$ cat src/rtl/systolic_array_ctrl.sv
// Tile sequencer for a weight-stationary systolic PE grid: preload, bank swap, compute, drain.
// Optional perf counters (perf_stall, perf_busy) are built when SYSTOLIC_CTRL_PERF_EN is defined.
module systolic_array_ctrl #(
    parameter int unsigned ROWS  = 4,
    parameter int unsigned COLS  = 4,
    parameter int unsigned CNT_W = 16
) (
    input  logic             CLK,
    input  logic             RESET,
    input  logic             start,
    input  logic             cfg_opsel,
    input  logic [CNT_W-1:0] cfg_tiles,
    input  logic [CNT_W-1:0] cfg_vecs,
    output logic             busy,
    output logic             done,
    output logic             w_rd,
    input  logic             w_valid,
    output logic             a_rd,
    input  logic             a_valid,
    output logic             out_valid,
    input  logic             out_ready,
    output logic             pe_en,
    output logic             pe_selector,
    output logic             pe_opsel,
    output logic             pe_w_en,
    output logic [CNT_W-1:0] tile_idx
`ifdef SYSTOLIC_CTRL_PERF_EN
    ,
    output logic [31:0]      perf_stall,
    output logic [31:0]      perf_busy
`endif
);

    localparam int unsigned LAT  = ROWS + COLS - 1;
    localparam int unsigned PH_W = CNT_W + 1;

    typedef enum logic [2:0] {
        S_IDLE    = 3'd0,
        S_PRELOAD = 3'd1,
        S_SWAP    = 3'd2,
        S_COMPUTE = 3'd3,
        S_DONE    = 3'd4
    } state_e;

    state_e            state_q, state_d;
    logic              sel_q, sel_d;
    logic              opsel_q, opsel_d;
    logic              first_q, first_d;
    logic [CNT_W-1:0]  tiles_q, tiles_d;
    logic [CNT_W-1:0]  vecs_q, vecs_d;
    logic [CNT_W-1:0]  tile_idx_q, tile_idx_d;
    logic [PH_W-1:0]   ph_cnt_q, ph_cnt_d;
    logic [LAT-1:0]    pipe_q, pipe_d;

    logic              active;
    logic              more_tiles;
    logic              a_rd_need;
    logic              w_rd_need;
    logic              pipe_out;
    logic              stall;
    logic              start_acc;
    logic [PH_W-1:0]   issue_len;
    logic [PH_W-1:0]   compute_last;

    // Read requests, stall and grid enable; all combinational on the current phase.
    always_comb begin
        active     = (state_q == S_PRELOAD) || (state_q == S_COMPUTE);
        more_tiles = (tile_idx_q != (tiles_q - CNT_W'(1)));
        issue_len  = PH_W'(vecs_q);
        if (more_tiles && (PH_W'(vecs_q) < PH_W'(ROWS))) begin
            issue_len = PH_W'(ROWS);
        end
        compute_last = issue_len + PH_W'(LAT - 1);
        a_rd_need    = (state_q == S_COMPUTE) && (ph_cnt_q < PH_W'(vecs_q));
        w_rd_need    = (state_q == S_PRELOAD) ||
                       ((state_q == S_COMPUTE) && more_tiles && (ph_cnt_q < PH_W'(ROWS)));
        pipe_out     = pipe_q[LAT-1];
        stall        = (a_rd_need & ~a_valid) | (w_rd_need & ~w_valid) | (pipe_out & ~out_ready);
        pe_en        = active & ~stall;
        w_rd         = w_rd_need & pe_en;
        a_rd         = a_rd_need & pe_en;
        pe_w_en      = w_rd;
        out_valid    = pipe_out & pe_en;
        start_acc    = (state_q == S_IDLE) && start;
    end

    assign busy        = (state_q != S_IDLE);
    assign done        = (state_q == S_DONE);
    assign pe_selector = sel_q;
    assign pe_opsel    = busy & opsel_q;
    assign tile_idx    = tile_idx_q;

    // Next-state logic; every counter and the latency pipe hold unless pe_en.
    always_comb begin
        state_d    = state_q;
        sel_d      = sel_q;
        opsel_d    = opsel_q;
        first_d    = first_q;
        tiles_d    = tiles_q;
        vecs_d     = vecs_q;
        tile_idx_d = tile_idx_q;
        ph_cnt_d   = ph_cnt_q;
        pipe_d     = pipe_q;
        if (pe_en) begin
            pipe_d = LAT'({pipe_q, a_rd});
        end
        case (state_q)
            S_IDLE: begin
                if (start) begin
                    opsel_d    = cfg_opsel;
                    tiles_d    = cfg_tiles;
                    vecs_d     = cfg_vecs;
                    tile_idx_d = '0;
                    first_d    = 1'b1;
                    ph_cnt_d   = '0;
                    pipe_d     = '0;
                    if ((cfg_tiles == '0) || (cfg_vecs == '0)) begin
                        state_d = S_DONE;
                    end else begin
                        state_d = S_PRELOAD;
                    end
                end
            end
            S_PRELOAD: begin
                if (pe_en) begin
                    if (ph_cnt_q == PH_W'(ROWS - 1)) begin
                        ph_cnt_d = '0;
                        state_d  = S_SWAP;
                    end else begin
                        ph_cnt_d = ph_cnt_q + PH_W'(1);
                    end
                end
            end
            S_SWAP: begin
                sel_d    = ~sel_q;
                first_d  = 1'b0;
                ph_cnt_d = '0;
                state_d  = S_COMPUTE;
                if (!first_q) begin
                    tile_idx_d = tile_idx_q + CNT_W'(1);
                end
            end
            S_COMPUTE: begin
                // Issue then drain LAT cycles so no sum is in flight across a swap.
                if (pe_en) begin
                    if (ph_cnt_q == compute_last) begin
                        ph_cnt_d = '0;
                        state_d  = more_tiles ? S_SWAP : S_DONE;
                    end else begin
                        ph_cnt_d = ph_cnt_q + PH_W'(1);
                    end
                end
            end
            S_DONE: begin
                state_d = S_IDLE;
            end
            default: begin
                state_d = S_IDLE;
            end
        endcase
    end

    always_ff @(posedge CLK or posedge RESET) begin
        if (RESET) begin
            state_q    <= S_IDLE;
            sel_q      <= 1'b0;
            opsel_q    <= 1'b0;
            first_q    <= 1'b0;
            tiles_q    <= '0;
            vecs_q     <= '0;
            tile_idx_q <= '0;
            ph_cnt_q   <= '0;
            pipe_q     <= '0;
        end else begin
            state_q    <= state_d;
            sel_q      <= sel_d;
            opsel_q    <= opsel_d;
            first_q    <= first_d;
            tiles_q    <= tiles_d;
            vecs_q     <= vecs_d;
            tile_idx_q <= tile_idx_d;
            ph_cnt_q   <= ph_cnt_d;
            pipe_q     <= pipe_d;
        end
    end

`ifdef SYSTOLIC_CTRL_PERF_EN
    logic [31:0] perf_stall_q, perf_stall_d;
    logic [31:0] perf_busy_q, perf_busy_d;

    // Saturating stall/busy cycle counters, cleared by an accepted start.
    always_comb begin
        perf_stall_d = perf_stall_q;
        perf_busy_d  = perf_busy_q;
        if (start_acc) begin
            perf_stall_d = '0;
            perf_busy_d  = '0;
        end else begin
            if (active && stall && (perf_stall_q != '1)) begin
                perf_stall_d = perf_stall_q + 32'd1;
            end
            if (busy && (perf_busy_q != '1)) begin
                perf_busy_d = perf_busy_q + 32'd1;
            end
        end
    end

    always_ff @(posedge CLK or posedge RESET) begin
        if (RESET) begin
            perf_stall_q <= '0;
            perf_busy_q  <= '0;
        end else begin
            perf_stall_q <= perf_stall_d;
            perf_busy_q  <= perf_busy_d;
        end
    end

    assign perf_stall = perf_stall_q;
    assign perf_busy  = perf_busy_q;
`else
    logic unused_start_acc;
    assign unused_start_acc = start_acc;
`endif

endmodule

$ cat config.mk
export PLATFORM = sky130hd
export DESIGN_NAME = systolic_array_ctrl
export DESIGN_NICKNAME = d
export VERILOG_FILES = /design/src/rtl/systolic_array_ctrl.sv
export SDC_FILE = /design/constraint.sdc
export NUM_CORES = 1
export LEC_CHECK = 0
export CORE_AREA = 10 10 103 150
export DETAILED_ROUTE_END_ITERATION = 8
export DIE_AREA = 0 0 113 160
export GPL_TIMING_DRIVEN = 1
export PLACE_DENSITY = 0.65
export SLEW_MARGIN = 20
export SYNTH_ARGS = -nofsm -noshare
export SYNTH_HDL_FRONTEND = slang
export SYNTH_SLANG_ARGS = --single-unit
$ cat constraint.sdc
create_clock -name CLK -period 5.8 [get_ports CLK]
set_input_delay 1.45 -clock CLK [delete_from_list [all_inputs] [get_ports CLK]]
set_output_delay 1.45 -clock CLK [all_outputs]
set_load 0.02 [all_outputs]
==> flow_summary.json, run 1 <==
{
  "synth_fp_nets": 692,
  "hold_violations": 0,
  "timing.final.setup_violations": 0,
  "power_density_nw_per_um2": 286.0,
  "reg2regPathDepth": 21,
  "io_buffer_count": 63,
  "worst_ep_required_time_ps": 4350,
  "clock_sink_count": 78,
  "post-layout-total-power_w": 0.001887,
  "cts-buffers-inserted": 9,
  "critPathArrivalTime_ps": 4030,
  "core_region_area_um2": 12830,
  "layout_worst_path_cycle_share_pct": 94.49,
  "place_inst": 825,
  "antenna-diode-count": 0,
  "final_layout_size_suffix_gt1_share_pct": 9.118,
  "start_util_pct": 43.70,
  "route.antenna.remaining_nets": 0,
  "grt_antenna_before_repair": 0,
  "synth.cell_area_um2": 5605,
  "postSynthRegisterBits": 78,
  "critPathLaunch": "tiles_q[0]",
  "area_growth_pct": 17.72,
  "fin_skew_ps": 5.994,
  "multiInputGateArea_um2": 3385,
  "ctsLongestPathBuffers": 2,
  "layout.cells.most_common": "sky130_fd_sc_hd__dfrtp_1",
  "cts.reportedPaths.clkPinSlew_ps": 60,
  "gr-usage-all-layers_pct": 17.93,
  "firstDrtPassIters": 5,
  "nNetsFinal": 735,
  "drt-total-wl_mm": 16.39,
  "globalplace.congestion": 0.9511,
  "post-cts-setup-buffer-count": 0,
  "avgViaCountPerCell": 5.981,
  "seq_area_frac_synth_pct": 34.82,
  "route.vias.total": 5018,
  "yosys.area.top_type": "sky130_fd_sc_hd__dfrtp_1",
  "synth_largest_type_area_fraction_pct": 34.82,
  "max_freq_ghz": 0.1825,
  "syn-instance-count": 634,
  "cts_resized": 0,
  "path_class": "flip-flop to primary output",
  "crit_path_start_kind": "flip-flop",
  "die-area_um2": 18080,
  "fin_util_pct": 51.45,
  "tritoncts": "yes",
  "cts_hold_buf": 0,
  "timing.critical_path.to": "w_rd",
  "ys_top_cells_by_area": "sky130_fd_sc_hd__dfrtp_1, sky130_fd_sc_hd__xor2_1, sky130_fd_sc_hd__ha_1, sky130_fd_sc_hd__nand2_1, sky130_fd_sc_hd__o21ai_0",
  "synth_top_flop_cell": "sky130_fd_sc_hd__dfrtp_1",
  "h-tree-depth": 3,
  "worst_pin_slew_ps": 918.7,
  "wl_per_cell_um": 19.53,
  "grt_start_max_net_pins": 74,
  "setup.reg_to_reg.worst_slack_ps": 450,
  "die_width_um": 113,
  "hp-class": "flip-flop to flip-flop",
  "setup_repair_after_global_routing_missed_its_margin": "no",
  "maxCapViolCount": 0,
  "register_area_um2": 1952,
  "share_of_synthesized_registers_carrying_an_async_set_or_reset_pct": 100.0,
  "grt_first_pass_wirelength_mm": 26.57,
  "std_cell_rows": 51,
  "critPathCaptureType": "primary output",
  "hpwlAfterDp_mm": 12.42,
  "nFillCells": 1186,
  "leakagePower_nw": 2.781,
  "layout_min_cycle_time_ps": 5480,
  "die_height_um": 160,
  "synth_edf_count": 0,
  "worst_r2r_endpoint": "ph_cnt_q[16]",
  "critPathMaxFanout": 10,
  "clock-root-buffer": "sky130_fd_sc_hd__clkbuf_16",
  "design.portCount": 64,
  "synth.avg_cell_area_um2": 8.841,
  "total_gr_overflow": 0,
  "rr_startpoint": "tiles_q[0]",
  "route.detailed.drc": 0,
  "first_global_vias": 5111,
  "totalNegativeSetupSlack_ps": 0,
  "worst_slew_margin_rel_pct": 38.68,
  "final_cell_count_no_fill": 839,
  "dr.first_iter.drc_count": 255,
  "yosys_warnings": 0,
  "layout.cells.most_common_list": "sky130_fd_sc_hd__dfrtp_1, sky130_fd_sc_hd__clkdlybuf4s50_1, sky130_fd_sc_hd__nand2_1",
  "status": "completed",
  "slew_viol_final": 0,
  "yosys.cell_types.count": 71,
  "source_to_sink_clock_delay_at_the_later_pin_of_the_worst_skew_pair_ps": 340,
  "vdd_drop_max_mv": 0.1394
}
-- state kept, by name (all words and copies together), names as in the netlist --
name,cells
pe_selector,1
pipe_q,7
state_q,3
ph_cnt_q,17
tiles_q,16
opsel_q,1
tile_idx,16
first_q,1
vecs_q,16
-- critical path, cell delays in order, from the launching register on --
cell,delay (ps)
sky130_fd_sc_hd__dfrtp_1,430
sky130_fd_sc_hd__inv_1,100
sky130_fd_sc_hd__ha_1,370
sky130_fd_sc_hd__nor4b_4,320
sky130_fd_sc_hd__nand2_1,150
sky130_fd_sc_hd__or4_4,570
sky130_fd_sc_hd__a31oi_4,240
sky130_fd_sc_hd__nor2_1,110
sky130_fd_sc_hd__o21ai_2,280
sky130_fd_sc_hd__nand2_2,230
sky130_fd_sc_hd__a21oi_1,220
sky130_fd_sc_hd__clkdlybuf4s50_1,660
-- cells in the mapped netlist (11+ instances only) --
| master | n |
|---|---|
| sky130_fd_sc_hd__a21oi_1 | 23 |
| sky130_fd_sc_hd__and2_1 | 12 |
| sky130_fd_sc_hd__and3_1 | 19 |
| sky130_fd_sc_hd__clkbuf_1 | 26 |
| sky130_fd_sc_hd__dfrtp_1 | 78 |
| sky130_fd_sc_hd__ha_1 | 19 |
| sky130_fd_sc_hd__inv_1 | 25 |
| sky130_fd_sc_hd__mux2_2 | 15 |
| sky130_fd_sc_hd__nand2_1 | 57 |
| sky130_fd_sc_hd__nand3_1 | 26 |
| sky130_fd_sc_hd__nand4_1 | 11 |
| sky130_fd_sc_hd__nor2_1 | 45 |
| sky130_fd_sc_hd__nor3_1 | 15 |
| sky130_fd_sc_hd__nor4_1 | 21 |
| sky130_fd_sc_hd__o21ai_0 | 38 |
| sky130_fd_sc_hd__o31ai_1 | 11 |
| sky130_fd_sc_hd__xnor2_1 | 21 |
| sky130_fd_sc_hd__xor2_1 | 28 |
-- how the worst min path moves through the flow --
stage	from	endpoint	slack (ps)	cells after the start
2_1_floorplan	opsel_q	opsel_q	470	1
3_3_place_gp	pe_selector	pe_selector	470	1
3_5_place_dp	pe_selector	pe_selector	470	1
4_1_cts	pe_selector	pe_selector	480	1
5_1_grt	pe_selector	pe_selector	510	1
6_report	pe_selector	pe_selector	470	1
-- per-stage QoR --
| step | worst slack, ps | hold slack (ps) | area [um2] |
|---|---|---|---|
| 2_1_floorplan | 761.0 | 472.1 | 5605 |
| 5_1_grt | 53.03 | 514.4 | 6599 |
| 3_5_place_dp | 467.0 | 468.9 | 6306 |
| 6_report | 319.7 | 469.3 | 6599 |
| 3_3_place_gp | 657.4 | 465.1 | 6306 |
| 4_1_cts | 193.3 | 477.7 | 6584 |
-- area by class of cell --
cell class,count,area share [%]
Sequential cell,78,29.58
Multi-Input combinational cell,492,51.29
Clock inverter,5,0.7964
Timing Repair Buffer,71,10.47
Inverter,25,1.441
Tap cell,159,3.015
Clock buffer,9,3.413
-- cells by family after synthesis --
kind of cell,synth area share (%)
multiplexers,4.263
flip-flops,34.82
XOR/XNOR,8.058
adder cells (fa/ha/maj),4.241
AO/OA/AOI/OAI,18.08
AND/OR/NAND/NOR,25.45
buffers and inverters,5.089
-- metal layers --
layer | vias to the layer above | global-route usage (%) | share of wire (%)
li1 | 2409 | - | -
met1 | 2425 | 18.59 | 37
met2 | 146 | 32.98 | 55
met3 | 38 | 3.600 | 4.9
met4 | 0 | 8.738 | 3.7
met5 | - | 0 | 0
-- report_power, final --
part	internal, W	total [W]	switching [W]
sequential	0.000600	0.000721	0.000122
combinational	0.000275	0.000613	0.000338
clock	0.000326	0.000553	0.000227
total	0.00120	0.00189	0.000686
Power figures use the tool's default switching activity.
==> inputs of run 2 (changes only) <==
--- a/config.mk
+++ b/config.mk
@@ -5,11 +5,13 @@
 export SDC_FILE = /design/constraint.sdc
 export NUM_CORES = 1
 export LEC_CHECK = 0
+export CAP_MARGIN = 25
 export CORE_AREA = 10 10 103 150
 export DETAILED_ROUTE_END_ITERATION = 8
 export DIE_AREA = 0 0 113 160
 export GPL_TIMING_DRIVEN = 1
 export PLACE_DENSITY = 0.65
+export SETUP_SLACK_MARGIN = 0.05
 export SLEW_MARGIN = 20
 export SYNTH_ARGS = -nofsm -noshare
 export SYNTH_HDL_FRONTEND = slang
==> run 2 against run 1 <==
- final cell count is 0.12% higher
- combinational power hardly changed
- design area is 0.34% higher
- first-iteration DRC count is 5.1% higher
- clock skew increased by 0.96 ps
- clock power about the same
- register-to-register slack better by 50 ps
- power increased by 0.13%
==> flow_summary.json, run 2 (synthesized netlist as in run 1, its figures left out) <==
{
  "min_delay_path_depth": 1,
  "route.detailed.drc": 0,
  "layout.cells.most_common_list": "sky130_fd_sc_hd__dfrtp_1, sky130_fd_sc_hd__clkdlybuf4s50_1, sky130_fd_sc_hd__nand2_1",
  "layout_min_cycle_time_ps": 5363,
  "vdd_drop_max_mv": 0.1389,
  "critPathMaxFanout": 10,
  "worst_slew_margin_rel_pct": 49.92,
  "layout.cells.most_common": "sky130_fd_sc_hd__dfrtp_1",
  "max_freq_ghz": 0.1865,
  "antenna-diode-count": 0,
  "hold_path.startpoint": "pe_selector",
  "worst_pin_slew_ps": 744.4,
  "register_area_um2": 1952,
  "worst_ep_required_time_ps": 4350,
  "source_to_sink_clock_delay_at_the_later_pin_of_the_worst_skew_pair_ps": 340,
  "clock-root-buffer": "sky130_fd_sc_hd__clkbuf_16",
  "totalNegativeSetupSlack_ps": 0,
  "dr.first_iter.drc_count": 268,
  "hold_violations": 0,
  "first_global_vias": 5111,
  "grt_start_max_net_pins": 74,
  "route.vias.total": 5014,
  "grt_first_pass_wirelength_mm": 26.57,
  "dpl_worst_slack_ps": 467.0,
  "io_buffer_count": 63,
  "cts.reportedPaths.clkPinSlew_ps": 60,
  "start_util_pct": 43.70,
  "globalplace.congestion": 0.9511,
  "multiInputGateArea_um2": 3387,
  "critPathArrivalTime_ps": 3910,
  "setup.reg_to_reg.worst_slack_ps": 500,
  "die_height_um": 160,
  "reg2regPathDepth": 19,
  "hpwlAfterDp_mm": 12.42,
  "post-cts-setup-buffer-count": 0,
  "cts-buffers-inserted": 9,
  "rr_startpoint": "tiles_q[3]",
  "holdPathEnd": "pe_selector",
  "leakagePower_nw": 2.788,
  "h-tree-depth": 3,
  "std_cell_rows": 51,
  "core_region_area_um2": 12830,
  "clock_sink_count": 78,
  "route.antenna.remaining_nets": 0,
  "tritoncts": "yes",
  "grt_antenna_before_repair": 0,
  "total_gr_overflow": 0,
  "top_register": "ph_cnt_q",
  "design.portCount": 64,
  "hp-class": "flip-flop to flip-flop",
  "power_density_nw_per_um2": 285.4,
  "gr-usage-all-layers_pct": 17.93,
  "layout.cell_area.non_filler_um2": 6621,
  "nNetsFinal": 736,
  "slew_viol_final": 0,
  "final_layout_size_suffix_gt1_share_pct": 9.398,
  "cts_hold_buf": 0,
  "crit_path_start_kind": "flip-flop",
  "maxCapViolCount": 0,
  "critPathCaptureType": "primary output",
  "wl_per_cell_um": 19.66,
  "ctsLongestPathBuffers": 2,
  "area_growth_pct": 18.12,
  "finalWorstSetupSlack_ps": 436.7,
  "path_class": "flip-flop to primary output",
  "post-layout-total-power_w": 0.001890,
  "timing.final.setup_violations": 0,
  "die-area_um2": 18080,
  "die_width_um": 113,
  "detailed_place.area_um2": 6306,
  "firstDrtPassIters": 4,
  "worst_r2r_endpoint": "ph_cnt_q[16]",
  "largest_register_ffs": 17,
  "layout_worst_path_cycle_share_pct": 92.47,
  "fin_skew_ps": 6.953,
  "status": "completed",
  "avgViaCountPerCell": 5.969,
  "drt-total-wl_mm": 16.51,
  "nFillCells": 1184,
  "setup_repair_after_global_routing_missed_its_margin": "no"
}
run 2: through the flow:
step	util (%)	std cells	hold WS (ps)
2_1_floorplan	-	634	472.1
3_3_place_gp	49.17	825	465.1
3_5_place_dp	49.17	825	468.9
4_1_cts	51.33	839	477.7
5_1_grt	51.62	840	514.4
6_report	51.62	840	469.3
run 2: timing repair:
item                       CTS  global route
hold endpoints to repair     0             0
setup endpoints to repair    0            22
gates resized for setup      0             3
run 2: worst max-delay path by stage:
stage / from / end / slack (ps) / depth (start not counted)
detailed placement: tiles_q[0] / ph_cnt_q[0] / 470 / 21
finish: tiles_q[0] / w_rd / 440 / 11
floorplan: tiles_q[0] / state_q[1] / 760 / 23
CTS: tiles_q[0] / w_rd / 190 / 11
global placement: tiles_q[0] / state_q[1] / 660 / 20
global route: tiles_q[3] / ph_cnt_q[2] / 100 / 19
run 2: cell type report:
type	count	area share (%)
multi-input combinational	492	51.15
sequential	78	29.48
timing repair buffer	72	10.73
clock buffer	9	3.401
tap	159	3.005
clock inverter	5	0.7937
inverter	25	1.436
run 2: report_power, final:
part	internal [W]	total (W)	switching [W]
Combinational	0.000277	0.000615	0.000338
Sequential	0.000600	0.000721	0.000121
Clock	0.000326	0.000554	0.000228
run 2: critical path, cell delays in order (launching register included):
cell	delay, ps
sky130_fd_sc_hd__dfrtp_1	430
sky130_fd_sc_hd__inv_1	110
sky130_fd_sc_hd__ha_2	290
sky130_fd_sc_hd__nor4b_4	290
sky130_fd_sc_hd__nand2_1	150
sky130_fd_sc_hd__or4_4	570
sky130_fd_sc_hd__a31oi_4	240
sky130_fd_sc_hd__nor2_1	110
sky130_fd_sc_hd__o21ai_2	280
sky130_fd_sc_hd__nand2_2	230
sky130_fd_sc_hd__a21oi_1	220
sky130_fd_sc_hd__clkdlybuf4s50_1	660
run 2: per-layer routing:
metal	wire, um	up-vias	GRT usage (%)
li1	-	2411	-
met3	774	45	3.600
met2	8849	137	32.98
met1	6221	2421	18.59
met5	0	-	0
met4	668	0	8.738
==> inputs of run 3 (changes only) <==
--- a/config.mk
+++ b/config.mk
@@ -7,6 +7,7 @@
 export LEC_CHECK = 0
 export CAP_MARGIN = 25
 export CORE_AREA = 10 10 103 150
+export CTS_CLUSTER_SIZE = 25
 export DETAILED_ROUTE_END_ITERATION = 8
 export DIE_AREA = 0 0 113 160
 export GPL_TIMING_DRIVEN = 1
==> results of run 3 <==
Same layout as run 2: the final DEF is identical, and so are final timing and power.
